===== src/rtl/systolic_pkg.sv =====
// systolic_pkg: feeder state encoding, default array geometry and the lane slicing helper
// shared by the systolic array operand feeder.
package systolic_pkg;

  localparam int DEFAULT_DATA_W     = 16;
  localparam int DEFAULT_ARRAY_SIZE = 2;
  localparam int DEFAULT_K_MAX      = 255;

  typedef enum logic [2:0] {
    IDLE,
    FEED,
    FLUSH,
    WAIT_DONE,
    DONE
  } feeder_state_t;

  // Lane i of a flattened operand bus occupies [i*dataW +: dataW].
  function automatic int lane_lsb(input int lane, input int dataW);
    return lane * dataW;
  endfunction

endpackage


===== src/rtl/feeder_skew_line.sv =====
// feeder_skew_line: per-lane operand delay line of DEPTH registers that advance only while
// en_i is high; DEPTH=0 degenerates to a plain wire.
module feeder_skew_line #(
  parameter int DATA_W = 16,
  parameter int DEPTH  = 0
) (
  input  logic              clk,
  input  logic              rst,
  input  logic              en_i,
  input  logic [DATA_W-1:0] d_i,
  output logic [DATA_W-1:0] q_o
);

  if (DEPTH == 0) begin : gWire
    logic unusedCtl;
    assign unusedCtl = clk ^ rst ^ en_i;
    assign q_o       = d_i;
  end else begin : gRegs
    logic [DATA_W-1:0] stages_q [DEPTH];

    always_ff @(posedge clk or negedge rst) begin
      if (!rst) begin
        for (int s = 0; s < DEPTH; s++) stages_q[s] <= '0;
      end else if (en_i) begin
        stages_q[0] <= d_i;
        for (int s = 1; s < DEPTH; s++) stages_q[s] <= stages_q[s-1];
      end
    end

    assign q_o = stages_q[DEPTH-1];
  end

endmodule


===== src/rtl/systolic_feeder.sv =====
// systolic_feeder: accepts K operand beats, skews lane i by i cycles onto the array, flushes,
// waits for compute_done and pulses done. FEEDER_STALL_CNT_EN adds the stall_cnt bubble counter.
module systolic_feeder
  import systolic_pkg::*;
#(
  parameter  int DATA_W     = DEFAULT_DATA_W,
  parameter  int ARRAY_SIZE = DEFAULT_ARRAY_SIZE,
  parameter  int K_MAX      = DEFAULT_K_MAX,
  localparam int K_W        = $clog2(K_MAX + 1),
  localparam int BUS_W      = ARRAY_SIZE * DATA_W
) (
  input  logic             clk,
  input  logic             rst,
  input  logic             start,
  input  logic [K_W-1:0]   k_len,
  input  logic             op_valid,
  output logic             op_ready,
  input  logic [BUS_W-1:0] a_data,
  input  logic [BUS_W-1:0] b_data,
  output logic [BUS_W-1:0] arr_data,
  output logic [BUS_W-1:0] arr_weight,
  output logic             systolic_en,
  output logic             read_all_data,
  input  logic             compute_done,
  output logic             busy,
  output logic             done
`ifdef FEEDER_STALL_CNT_EN
  ,
  output logic [15:0]      stall_cnt
`endif
);

  localparam int FL_W = $clog2(ARRAY_SIZE + 1);

  feeder_state_t    state_q, state_d;
  logic [K_W-1:0]   kLen_q, beatCnt_q;
  logic [FL_W-1:0]  flushCnt_q;
  logic [BUS_W-1:0] aIn, bIn, aSkew, bSkew, arrData_q, arrWeight_q;
  logic             startAccept, accept, shiftEn, lastBeat, flushLast;

  assign startAccept = (state_q == IDLE) && start;
  assign accept      = (state_q == FEED) && op_valid;
  assign shiftEn     = (state_q == FEED) || (state_q == FLUSH);
  assign lastBeat    = (beatCnt_q + K_W'(1)) == kLen_q;
  assign flushLast   = int'(flushCnt_q) == (ARRAY_SIZE - 2);

  // A FEED cycle without a beat still shifts the lanes, carrying a zero bubble.
  assign aIn = accept ? a_data : '0;
  assign bIn = accept ? b_data : '0;

  for (genvar i = 0; i < ARRAY_SIZE; i++) begin : gLane
    feeder_skew_line #(.DATA_W(DATA_W), .DEPTH(i)) uSkewA (
      .clk (clk),
      .rst (rst),
      .en_i(shiftEn),
      .d_i (aIn[lane_lsb(i, DATA_W) +: DATA_W]),
      .q_o (aSkew[lane_lsb(i, DATA_W) +: DATA_W])
    );
    feeder_skew_line #(.DATA_W(DATA_W), .DEPTH(i)) uSkewB (
      .clk (clk),
      .rst (rst),
      .en_i(shiftEn),
      .d_i (bIn[lane_lsb(i, DATA_W) +: DATA_W]),
      .q_o (bSkew[lane_lsb(i, DATA_W) +: DATA_W])
    );
  end

  always_ff @(posedge clk or negedge rst) begin
    if (!rst) begin
      state_q     <= IDLE;
      kLen_q      <= '0;
      beatCnt_q   <= '0;
      flushCnt_q  <= '0;
      arrData_q   <= '0;
      arrWeight_q <= '0;
    end else begin
      state_q <= state_d;
      if (startAccept) begin
        kLen_q    <= k_len;
        beatCnt_q <= '0;
      end else if (accept) begin
        beatCnt_q <= beatCnt_q + K_W'(1);
      end
      flushCnt_q  <= (state_q == FLUSH) ? flushCnt_q + FL_W'(1) : '0;
      arrData_q   <= shiftEn ? aSkew : '0;
      arrWeight_q <= shiftEn ? bSkew : '0;
    end
  end

  always_comb begin
    state_d       = state_q;
    op_ready      = 1'b0;
    systolic_en   = 1'b0;
    read_all_data = 1'b0;
    done          = 1'b0;
    case (state_q)
      IDLE: begin
        if (start) state_d = (k_len == '0) ? DONE : FEED;
      end
      FEED: begin
        op_ready    = 1'b1;
        systolic_en = 1'b1;
        if (accept && lastBeat) state_d = (ARRAY_SIZE > 1) ? FLUSH : WAIT_DONE;
      end
      FLUSH: begin
        systolic_en = 1'b1;
        if (flushLast) state_d = WAIT_DONE;
      end
      WAIT_DONE: begin
        systolic_en   = 1'b1;
        read_all_data = 1'b1;
        if (compute_done) state_d = DONE;
      end
      DONE: begin
        done    = 1'b1;
        state_d = IDLE;
      end
      default: state_d = IDLE;
    endcase
  end

  assign busy       = (state_q != IDLE);
  assign arr_data   = arrData_q;
  assign arr_weight = arrWeight_q;

`ifdef FEEDER_STALL_CNT_EN
  logic [15:0] stallCnt_q;

  always_ff @(posedge clk or negedge rst) begin
    if (!rst) begin
      stallCnt_q <= '0;
    end else if (startAccept) begin
      stallCnt_q <= '0;
    end else if ((state_q == FEED) && !op_valid && (stallCnt_q != 16'hFFFF)) begin
      stallCnt_q <= stallCnt_q + 16'd1;
    end
  end

  assign stall_cnt = stallCnt_q;
`else
  // Without the counter a missing beat is only a zero slot on every lane.
`endif

endmodule

===== config.mk =====
export PLATFORM = sky130hd
export DESIGN_NAME = systolic_feeder
export DESIGN_NICKNAME = d
export VERILOG_FILES = /design/src/rtl/systolic_pkg.sv /design/src/rtl/feeder_skew_line.sv /design/src/rtl/systolic_feeder.sv
export SDC_FILE = /design/constraint.sdc
export NUM_CORES = 1
export LEC_CHECK = 0
export BUFFER_PORTS_ARGS = -buffer_cell sky130_fd_sc_hd__buf_2
export CAP_MARGIN = 20
export CORE_MARGIN = 1
export CORE_UTILIZATION = 40
export CTS_CLUSTER_SIZE = 25
export DETAILED_ROUTE_END_ITERATION = 16
export GPL_TIMING_DRIVEN = 0
export PLACE_DENSITY_LB_ADDON = 0.1
export SLEW_MARGIN = 20
export SYNTH_ARGS = -nofsm -noshare
export SYNTH_HDL_FRONTEND = slang
export SYNTH_HIERARCHICAL = 1
export SYNTH_SLANG_ARGS = --single-unit

===== constraint.sdc =====
create_clock -name clk -period 5.2 [get_ports clk]
set_input_delay 0.78 -clock clk [delete_from_list [all_inputs] [get_ports clk]]
set_output_delay 0.78 -clock clk [all_outputs]
set_load 0.005 [all_outputs]

# [Word level (Yosys, flattened, before mapping)]
# Cells that the tools add are included.
[word_totals] register_bits=117 in_bits=77 word_cells=47
[classes] add_sub_neg=2 n_eq_ne=9 n_mux=17 reduce_logical=11
[op_table] op="$mux W32" n=4
[op_table] op="$mux W8" n=2
[op_table] op="$mux W3" n=5
[op_table] op="$pmux W3 S4" n=1
[op_table] op="$add A8 B1 Y8 const B" n=1
[op_table] op="$eq A8 B8 Y1" n=1
[op_table] op="$logic_not A8 Y1" n=1
[op_table] op="$eq A3 B2 Y1 const B" n=2
[op_table] op="$ne A2 B2 Y1 const B" n=3
[op_table] op="$mux W1" n=4
[op_table] op="$reduce_and A4 Y1" n=1
[op_table] op="$eq A3 B1 Y1 const B" n=1
[op_table] op="$eq A3 B3 Y1 const B" n=1
[op_table] op="$logic_and A1 B1 Y1" n=3
[op_table] op="$logic_not A3 Y1" n=1
[op_table] op="$reduce_bool A3 Y1" n=1
[op_table] op="$reduce_or A3 Y1" n=1
[op_table] op="$add A2 B1 Y2 const B" n=1
[op_table] op="$logic_not A2 Y1" n=1
[op_table] op="$mux W2" n=1
[op_table] op="$ne A2 B1 Y1 const B" n=1
[op_table] op="$reduce_bool A2 Y1" n=1
[op_table] op="$logic_or A1 B1 Y1" n=1

# [Longest topological paths before layout]
# Gate-level depths: netlist (run 1).
[logic_depth] ltp_word=5 ltp_mapped=7

# [By module]
# The synthesis (run 1) kept the hierarchy.
[by_module_without_submodules] mod="systolic_feeder" instances=1 cells_per_inst=337 area_each_um2=3697.3 seq_area_each_um2=2127.0
[by_module_without_submodules] mod="feeder_skew_line at gLane[1].uSkewA ..." instances=2 cells_per_inst=34 area_each_um2=649.4 seq_area_each_um2=400.4
[by_module_without_submodules] mod="feeder_skew_line at gLane[0].uSkewA ..." instances=2 cells_per_inst=16 area_each_um2=120.1 seq_area_each_um2=0.0

# [Worst setup path after synthesis (run 1)]
# OpenSTA, ideal clock, no wires.
[synth_timing] path_kind="flip-flop to output port" from="register state_q[2]" to="output port op_ready" arrival_ps=1092 t_required_ps=4420 slack_ps=3328 stages_incl_launch_ff=4 path_buffers=2 cell_sequence="dfrtp_1 > nor3b_4 > buf_2 > clkbuf_1"
[synth_via] elab_chain_cells=2
[synth_lines] item="from (decl)" line="systolic_feeder.sv:35" source="feeder_state_t state_q, state_d;"
[synth_lines] item="from (signal assigned)" line="systolic_feeder.sv:77" source="state_q <= state_d;"
[synth_lines] item="$eq A3 B1 Y1" line="systolic_feeder.sv:96" source="case (state_q)"
[synth_lines] item="$mux W1" line="systolic_feeder.sv:96"
[synth_lines] item="to (decl)" line="systolic_feeder.sv:17" source="output logic op_ready,"
# No other way between the ends.

# [Worst setup path in the final report (run 1)]
# Same ends and word-level chain as after synthesis.

==> metrics, run 1 <==
FMAX=347 MHz; synthesized area=5240 sq um; ys async rst share=100%; register bit total from synthesis=117; antenna cells=0; CTS H-tree depth=4; Setup TNS=0 ps; max-cap violations=0; final count of hold timing violations=0; HPWL Detailed=7690 um; DRC Markers=0; core area=12700 sq um; via count=3655; WP data arrival=2100 ps; share of layout cells above drive strength 1=42.4%; status=finished, final reports clean; CTS resizes=0; DRT Wirelength=11200 um; FP Rows=41; GR Util All Layers=17.6%; leakage=3.74 nW; top cell type by total area after synthesis=dfrtp_1; dominant cells by area after synthesis=dfrtp_1 (56%), and3_1 (8.0%), and2_1 (7.9%), mux2_4 (5.7%), buf_4 (4.7%); commonest non-fill, non-tap cell in the layout=buf_2; commonest cells after routing, fill and taps aside=buf_2 (147), dfrtp_1 (117), and3_1 (67); Final Hold Slack=274 ps; Yosys cell types=40; Via density=4.64; nets=681; power per cell area=535 nW/um^2; number of stages on the worst setup path=4; crit path time final=2880 ps; R2R setup slack=3200 ps; initial DRC count=169; Skew-Pair Late Insertion Delay=410 ps; clock-pin transition on the worst setup and hold timing paths=50 ps; initial antenna violation count=0; Ys Warns=6; CTS hold repair buffers=0; Setup crit end kind=primary output; Final setup viols=0; crit start category=flip-flop; routed len/inst=14.2 um; total iterations of the first detailed-routing run=4; syn_area_per_cell=12.0 sq um; reg2reg end=state_q[1]$_DFFE_PN0P_; Clock Skew=10.5 ps; vias in the first global route=3604; kind of critical path=flip-flop to primary output; Area growth, synth to finish=30.6%; Filler cells=1170; Reg2Reg Launch Point=beatCnt_q[0]$_DFFE_PN0P_; Initial Util=41.3%; Crit path top cell by count=buf_2; crit-path cells=nor3b_4 > buf_2 > clkbuf_1 > buf_2; Clock Path Buffers=2; I/O pins=146; DRT antenna net count=0; CTS root buf=clkbuf_16; unrepaired setup endpoints after global routing=false; slew at the pin closest to its max-slew limit=528 ps; launch point of the worst path=state_q[2]$_DFFE_PN0P_; part of the Yosys area used for sequential elements=55.9%; Util after Layout=54.0%; placer's final routability congestion estimate=0.773; Buf+Inv Stages, Crit Path=3; Post-CTS Setup Bufs=0; worst reg2reg path depth=6; CTS tree=built; Max-Slew Margin vs Limit=64.8%; Synth Flop Type=dfrtp_1; clock sink count=117; Max Fanout on Critical Path=10; die area=13600 sq um; post-synth top area share=55.9%; Pins Over Slew Limit=0; Setup crit end=op_ready; Max IR drop VDD=276 uV; Die Span X=116 um; CP delay by family, top=buffers and inverters; PortBufs=145; final worst-path cycle share=55.4%; EDFF count, synth=0; cts bufs inserted=17; syn nets=516; largest net degree at the start of global routing=80; Critical Path Max Stage Delay=460 ps; Die H=116 um; cells after synthesis=437; grt ovf=0; WP data required=4420 ps; first-pass GRT wire length=17700 um; Slowest cell on crit path=dfrtp_1; Hold Crit Class=input port to async pin
report_power, final:
group / internal, mW / switching, mW
combinational: 0.601 / 0.524
clock: 0.837 / 0.396
sequential: 1.19 / 0.114
total: 2.62 / 1.03
logic make-up after synthesis:
| group | synth area share (%) |
|---|---|
| AO/OA/AOI/OAI | 2.96 |
| XOR/XNOR | 1.67 |
| adder cells (fa/ha/maj) | 0.478 |
| buffers and inverters | 8.41 |
| flip-flops | 55.9 |
| multiplexers | 10.0 |
| AND/OR/NAND/NOR | 20.5 |
metrics by stage:
stage / cells / power [mW] / setup WS, ps / area [sq um]
after detailed placement: 755 / 2.45 / 2700 / 6210
after global routing: 787 / 3.88 / 2120 / 6840
after CTS: 787 / 3.70 / 2250 / 6840
after floorplan: 437 / 2.05 / 3330 / 5240
final: 787 / 3.66 / 2320 / 6840
after global placement: 754 / 2.42 / 1890 / 6180
flip-flops by register name (all words and copies together), names as in the netlist:
name              flops
flushCnt_q            2
gLane.uSkewB/q_o     16
kLen_q                8
gLane.uSkewA/q_o     16
arr_data             32
state_q               3
arr_weight           32
beatCnt_q             8
per-layer routing:
layer / part of all wire (%) / track usage, %
met1: 45 / 22.5
met2: 46 / 26.5
met3: 6.5 / 6.64
met4: 2.2 / 7.61
met5: 0 / 0
cell type report:
type / instances / area, sq um / area share [%]
Sequential cell: 117 / 2930 / 42.8
Tap cell: 172 / 215 / 3.15
Clock buffer: 23 / 478 / 6.99
Inverter: 5 / 18.8 / 0.274
Buffer: 63 / 422 / 6.17
Timing Repair Buffer: 146 / 759 / 11.1
Multi-Input combinational cell: 252 / 1870 / 27.3
Clock inverter: 9 / 149 / 2.18
worst min path at each step:
stage                                  from                      end  slack [ps]  cells past startpoint
floorplan           flushCnt_q[0]$_DFF_PN0_  flushCnt_q[0]$_DFF_PN0_         410                      1
global placement    flushCnt_q[0]$_DFF_PN0_  flushCnt_q[0]$_DFF_PN0_         420                      1
detailed placement  flushCnt_q[0]$_DFF_PN0_  flushCnt_q[0]$_DFF_PN0_         420                      1
CTS                                     rst    arr_data[5]$_DFF_PN0_         270                      1
global route                            rst    arr_data[5]$_DFF_PN0_         280                      1
finish                                  rst    arr_data[5]$_DFF_PN0_         270                      1
cells in the mapped netlist, types with 2 or more instances:
master,number
buf_12,2
buf_4,33
nor2_1,12
nor3_1,2
clkbuf_2,2
nand4_1,2
mux2_2,20
mux2_4,20
clkbuf_1,20
buf_2,3
nand3_1,3
ha_1,2
nand2_1,10
o211ai_1,2
a211oi_1,2
o21ai_0,9
nor4_1,2
o41ai_1,3
inv_1,5
dfrtp_1,117
nand2b_1,6
and2_1,66
xnor2_1,7
buf_6,3
and3_1,67
xor2_1,3
No activity file was read; power rests on OpenSTA's default activity.
==> run 2, diff against run 1 <==
--- a/config.mk
+++ b/config.mk
@@ -5,6 +5,7 @@
 export SDC_FILE = /design/constraint.sdc
 export NUM_CORES = 1
 export LEC_CHECK = 0
+export ABC_AREA = 1
 export BUFFER_PORTS_ARGS = -buffer_cell sky130_fd_sc_hd__buf_2
 export CAP_MARGIN = 20
 export CORE_MARGIN = 1
==> constraint.sdc (replaced) <==
create_clock -name clk -period 2.83 [get_ports clk]
set_input_delay 0.4245 -clock clk [delete_from_list [all_inputs] [get_ports clk]]
set_output_delay 0.4245 -clock clk [all_outputs]
set_load 0.005 [all_outputs]
==> run 2 against run 1 <==
Hold slack worse by 270 ps; die area is 2.9% higher; non-clock buffer count down 11; register-to-register slack got worse by 2200 ps.
==> metrics, run 2 <==
initial antenna violation count=1; EDFF count, synth=0; Die H=118 um; reg2reg end=arr_data[0]$_DFF_PN0_; total iterations of the first detailed-routing run=4; core area=13200 sq um; via count=4231; I/O pins=146; routed len/inst=10.8 um; WP data arrival=1410 ps; dominant cells by area after synthesis=dfrtp_1 (54%), inv_1 (11%), nor2_1 (9.8%), nand2_1 (9.1%), buf_4 (4.5%); crit-path cells=nor2_1 > inv_1 > nor2_1 > inv_1 > buf_2; Final setup viols=0; top cell type by total area after synthesis=dfrtp_1; initial DRC count=140; ys async rst share=100%; CTS H-tree depth=4; Max Fanout on Critical Path=3; clock-pin transition on the worst setup and hold timing paths=50 ps; Max IR drop VDD=441 uV; Buf+Inv Stages, Crit Path=3; cells after synthesis=676; commonest cells after routing, fill and taps aside=inv_1 (159), buf_2 (148), nor2_1 (141); first-pass GRT wire length=18600 um; Reg2Reg Launch Point=state_q[2]$_DFFE_PN0P_; CP delay by family, top=flip-flops; Clock Skew=5.26 ps; crit start category=flip-flop; Initial Util=40.9%; vias in the first global route=3976; commonest non-fill, non-tap cell in the layout=inv_1; Ys Warns=6; slew at the pin closest to its max-slew limit=570 ps; share of layout cells above drive strength 1=28.5%; power per cell area=937 nW/um^2; Via density=4.12; Final Hold Slack=0.670 ps; Die Span X=118 um; syn_area_per_cell=7.98 sq um; CTS root buf=clkbuf_16; Setup TNS=0 ps; die area=13900 sq um; syn nets=755; Setup crit end kind=primary output; Max-Slew Margin vs Limit=62.0%; CTS hold repair buffers=0; crit path time final=1830 ps; grt ovf=0; leakage=4.08 nW; synthesized area=5390 sq um; met2 wire len=5240 um; GR Util All Layers=17.2%; CTS resizes=0; part of the Yosys area used for sequential elements=54.3%; R2R setup slack=1040 ps; max-cap violations=0; metal3 WL=648 um; largest net degree at the start of global routing=63; Critical Path Max Stage Delay=400 ps; WP data required=2410 ps; most common cell in the netlist=inv_1; CTS tree=built; Slowest cell on crit path=dfrtp_1; DRC Markers=0; placer's final routability congestion estimate=0.781; DRT Wirelength=11100 um; final worst-path cycle share=64.8%; HPWL Detailed=7820 um; Yosys cell types=25; post-synth top area share=54.3%; top layer in use=met4; PortBufs=145; Pins Over Slew Limit=0; nets=920; final count of hold timing violations=0; Area growth, synth to finish=28.0%; unrepaired setup endpoints after global routing=false; DRT met1 WL=4940 um; Hold Crit Class=input port to async pin; register bit total from synthesis=117; Post-CTS Setup Bufs=0; Clock Path Buffers=2; FMAX=545 MHz; worst reg2reg path depth=9; cts bufs inserted=17; status=finished, final reports clean; Commonest cells post-synth=inv_1 (159), nor2_1 (141), nand2_1 (130); DRT antenna net count=0; kind of critical path=flip-flop to primary output; Skew-Pair Late Insertion Delay=410 ps; Synth Flop Type=dfrtp_1; clock sink count=117; FP Rows=42
-- run 2: layout make-up --
class	instances	area (sq um)
Timing Repair Buffer	146	759
Sequential cell	117	2930
Multi-Input combinational cell	341	1450
Tap cell	176	220
Clock buffer	22	474
Fill cell	1286	6290
Inverter	166	633
Buffer	52	383
Clock inverter	6	55.1
Antenna cell	1	2.50
-- run 2: where the power goes --
part           internal, mW  switching (mW)  leakage, nW
clock network          1.24           0.692        0.267
registers              2.13           0.229         1.60
logic                 0.852            1.32         2.21
total                  4.22            2.24         4.08
-- run 2: cell families (layout without fill, tap and decap cells) --
family	Yosys count	count (layout)	share of synthesized area (%)
flops	117	117	54.3
other cells	0	1	0
buf+inv	218	392	18.8
xor+xnor	2	2	0.325
compound gates	20	20	2.00
simple gates	317	317	24.1
fa+ha+maj	2	2	0.464
-- run 2: worst register-to-register path, stage by stage (launching register included) --
cell and delay [ps]:
dfrtp_1 410, inv_2 80, nand3_1 130, nor2_2 260, inv_2 180, clkbuf_1 260, nor2_1 150, buf_4 110
inv_1 30, nor2_1 100
-- run 2: per-stage QoR --
step                      area [sq um]  power (mW)  worst slack (ps)  util [%]  cells
after floorplan                   5390        3.87              1300         -    676
after global placement            6340        4.54              -146      48.0    997
after detailed placement          6370        4.60              1040      48.3    998
after CTS                         6900        6.58               987      52.3   1026
after global routing              6900        6.96               800      52.3   1026
final                             6900        6.46               995      52.3   1027
-- run 2: worst max path at each step --
stage	start	end	slack, ps	cells past startpoint
global route	state_q[2]$_DFFE_PN0P_	arr_weight[0]$_DFF_PN0_	800	9
CTS	state_q[1]$_DFFE_PN0P_	busy	990	5
finish	state_q[1]$_DFFE_PN0P_	busy	1000	5
floorplan	beatCnt_q[0]$_DFFE_PN0P_	state_q[0]$_DFFE_PN0P_	1300	14
detailed placement	state_q[2]$_DFFE_PN0P_	arr_data[8]$_DFF_PN0_	1040	9
global placement	rst	arr_weight[1]$_DFF_PN0_	-150	1
-- run 2: layer usage --
layer	up-vias	track usage, %
met5	-	0
met4	0	8.73
met3	21	5.72
met2	112	27.5
met1	1885	20.8
li1	2213	-
==> run 3, diff against run 2 <==
==> constraint.sdc (replaced) <==
create_clock -name clk -period 1.9 [get_ports clk]
set_input_delay 0.285 -clock clk [delete_from_list [all_inputs] [get_ports clk]]
set_output_delay 0.285 -clock clk [all_outputs]
set_load 0.005 [all_outputs]
==> run 3 against run 2 <==
Power grew 50%; sequential power up 49%; first-iteration DRC count shrank 7.1%; sequential cell count unchanged; cell area grew 0.69%; core utilization increased by 0.36 points; hold slack better by 140 ps; final cell count rose by 0.29%; critical path type is now flip-flop to flip-flop; largest cell class unchanged.
==> metrics, run 3 (synthesized netlist as in run 2, its figures left out) <==
Hold Crit Class=input port to flip-flop; crit path time final=1720 ps; clock sink count=117; Post-Layout Inst Area=6950 sq um; pre-CTS setup slack=106 ps; Max IR drop VDD=675 uV; final worst-path cycle share=90.4%; commonest cells after routing, fill and taps aside=inv_1 (159), buf_2 (148), nor2_1 (141); first-pass GRT wire length=18600 um; Skew-Pair Late Insertion Delay=410 ps; Max-Slew Margin vs Limit=62.0%; core area=13200 sq um; CTS root buf=clkbuf_16; Area growth, synth to finish=28.9%; share of layout cells above drive strength 1=29.2%; nets=923; I/O pins=146; Clock Skew=4.72 ps; Max Fanout on Critical Path=4; Setup crit end kind=flip-flop; Switch Pwr=3.36 mW; grt ovf=0; WP data arrival=2020 ps; HPWL Detailed=7820 um; commonest non-fill, non-tap cell in the layout=inv_1; Die Span X=118 um; max-cap violations=0; DRT Wirelength=11100 um; Crit path top cell by count=nand2_1; CTS H-tree depth=4; kind of critical path=flip-flop to flip-flop; fin cells=1030; initial antenna violation count=1; placer's final routability congestion estimate=0.781; status=finished, final reports clean; slew at the pin closest to its max-slew limit=570 ps; FMAX=582 MHz; Comb pwr share=34.0%; Via density=4.11; Clock Path Buffers=2; overall power=9.69 mW; Final Hold Slack=146 ps; Pins Over Slew Limit=0; Net Sw Frac=34.6%; PortBufs=145; leakage=4.10 nW; routed len/inst=10.8 um; cts bufs inserted=17; final count of hold timing violations=0; WP data required=2200 ps; die area=13900 sq um; # placed instances=998; GR Util All Layers=17.2%; Slowest cell on crit path=dfrtp_1; power per cell area=1390 nW/um^2; Final setup viols=0; total iterations of the first detailed-routing run=4; placed inst area=6370 sq um; via count=4234; crit start category=flip-flop; largest net degree at the start of global routing=63; DRT antenna net count=0; DRC Markers=0; clock-pin transition on the worst setup and hold timing paths=50 ps; Final WS setup=182 ps; Filler cells=1287; Die H=118 um; Critical Path Max Stage Delay=430 ps; FP Rows=42; Clock power frac=29.8%; initial DRC count=130; crit-path cells=ha_4 > nand2_2 > nor2_4 > nand2_1 > nand2_1 > nand3_1 > nand2_1 > nand2_1 > nor2_1 > nand2_1 > nand2_2 > nand2_2 > nand2_1 > nand2_1; part of the power in registers=36.3%; Initial Util=40.9%; CTS tree=built; vias in the first global route=3976; internal power=6.33 mW
==> run 3: power groups by stage <==
stage	clock network, mW	registers, mW	logic (mW)
final	2.88	3.51	3.29
after global routing	3.07	3.60	3.76
after CTS	2.96	3.51	3.32
after detailed placement	0	3.55	3.30
after global placement	0	3.53	3.23
after floorplan	0	3.52	2.24
==> run 3: worst max-delay path: cells and delay by family, from the launching register on <==
| family | cells | cell delay (ps) |
|---|---|---|
| simple gates | 13 | 990 |
| flops | 1 | 430 |
| fa+ha+maj | 1 | 180 |
==> run 3: through the flow <==
stage               setup TNS, ps  util, %
floorplan                       0        -
global placement          -108440     48.0
detailed placement              0     48.3
CTS                             0     52.4
global route                -1.49     52.7
finish                          0     52.7
==> run 3: repair_timing <==
item	CTS	global route
buffers inserted	0	2
hold endpoints to repair	61	0
endpoints found under the setup margin	0	40
gates resized for setup	0	11
hold buffers	1	0
==> run 3: final timing paths <==
check	start	end	slack, ps	depth (start not counted)
worst max-delay path	beatCnt_q[1]$_DFFE_PN0P_	state_q[0]$_DFFE_PN0P_	180	14
worst min-delay path	k_len[2]	kLen_q[2]$_DFFE_PN0P_	150	3
worst max register to register	beatCnt_q[1]$_DFFE_PN0P_	state_q[0]$_DFFE_PN0P_	180	14
worst min register to register	flushCnt_q[0]$_DFF_PN0_	flushCnt_q[0]$_DFF_PN0_	430	1
max in group asynchronous	rst	arr_data[7]$_DFF_PN0_	790	3
min in group asynchronous	rst	arr_data[12]$_DFF_PN0_	430	2
==> run 3: final cells by class <==
type                       instances  area [sq um]  area share [%]
antenna                            1          2.50          0.0360
buffer                            52           388            5.58
clock buffer                      22           474            6.82
clock inverter                     6          55.1           0.792
inverter                         166           633            9.11
multi-input combinational        341          1470            21.1
sequential                       117          2930            42.1
tap                              176           220            3.17
timing repair buffer             149           785            11.3
==> run 3: layer usage <==
metal | vias up | global-route usage, % | share of wire (%)
li1 | 2219 | - | -
met1 | 1886 | 20.8 | 45
met2 | 108 | 27.5 | 47
met3 | 21 | 5.72 | 5.7
met4 | 0 | 8.73 | 2.3
met5 | - | 0 | 0
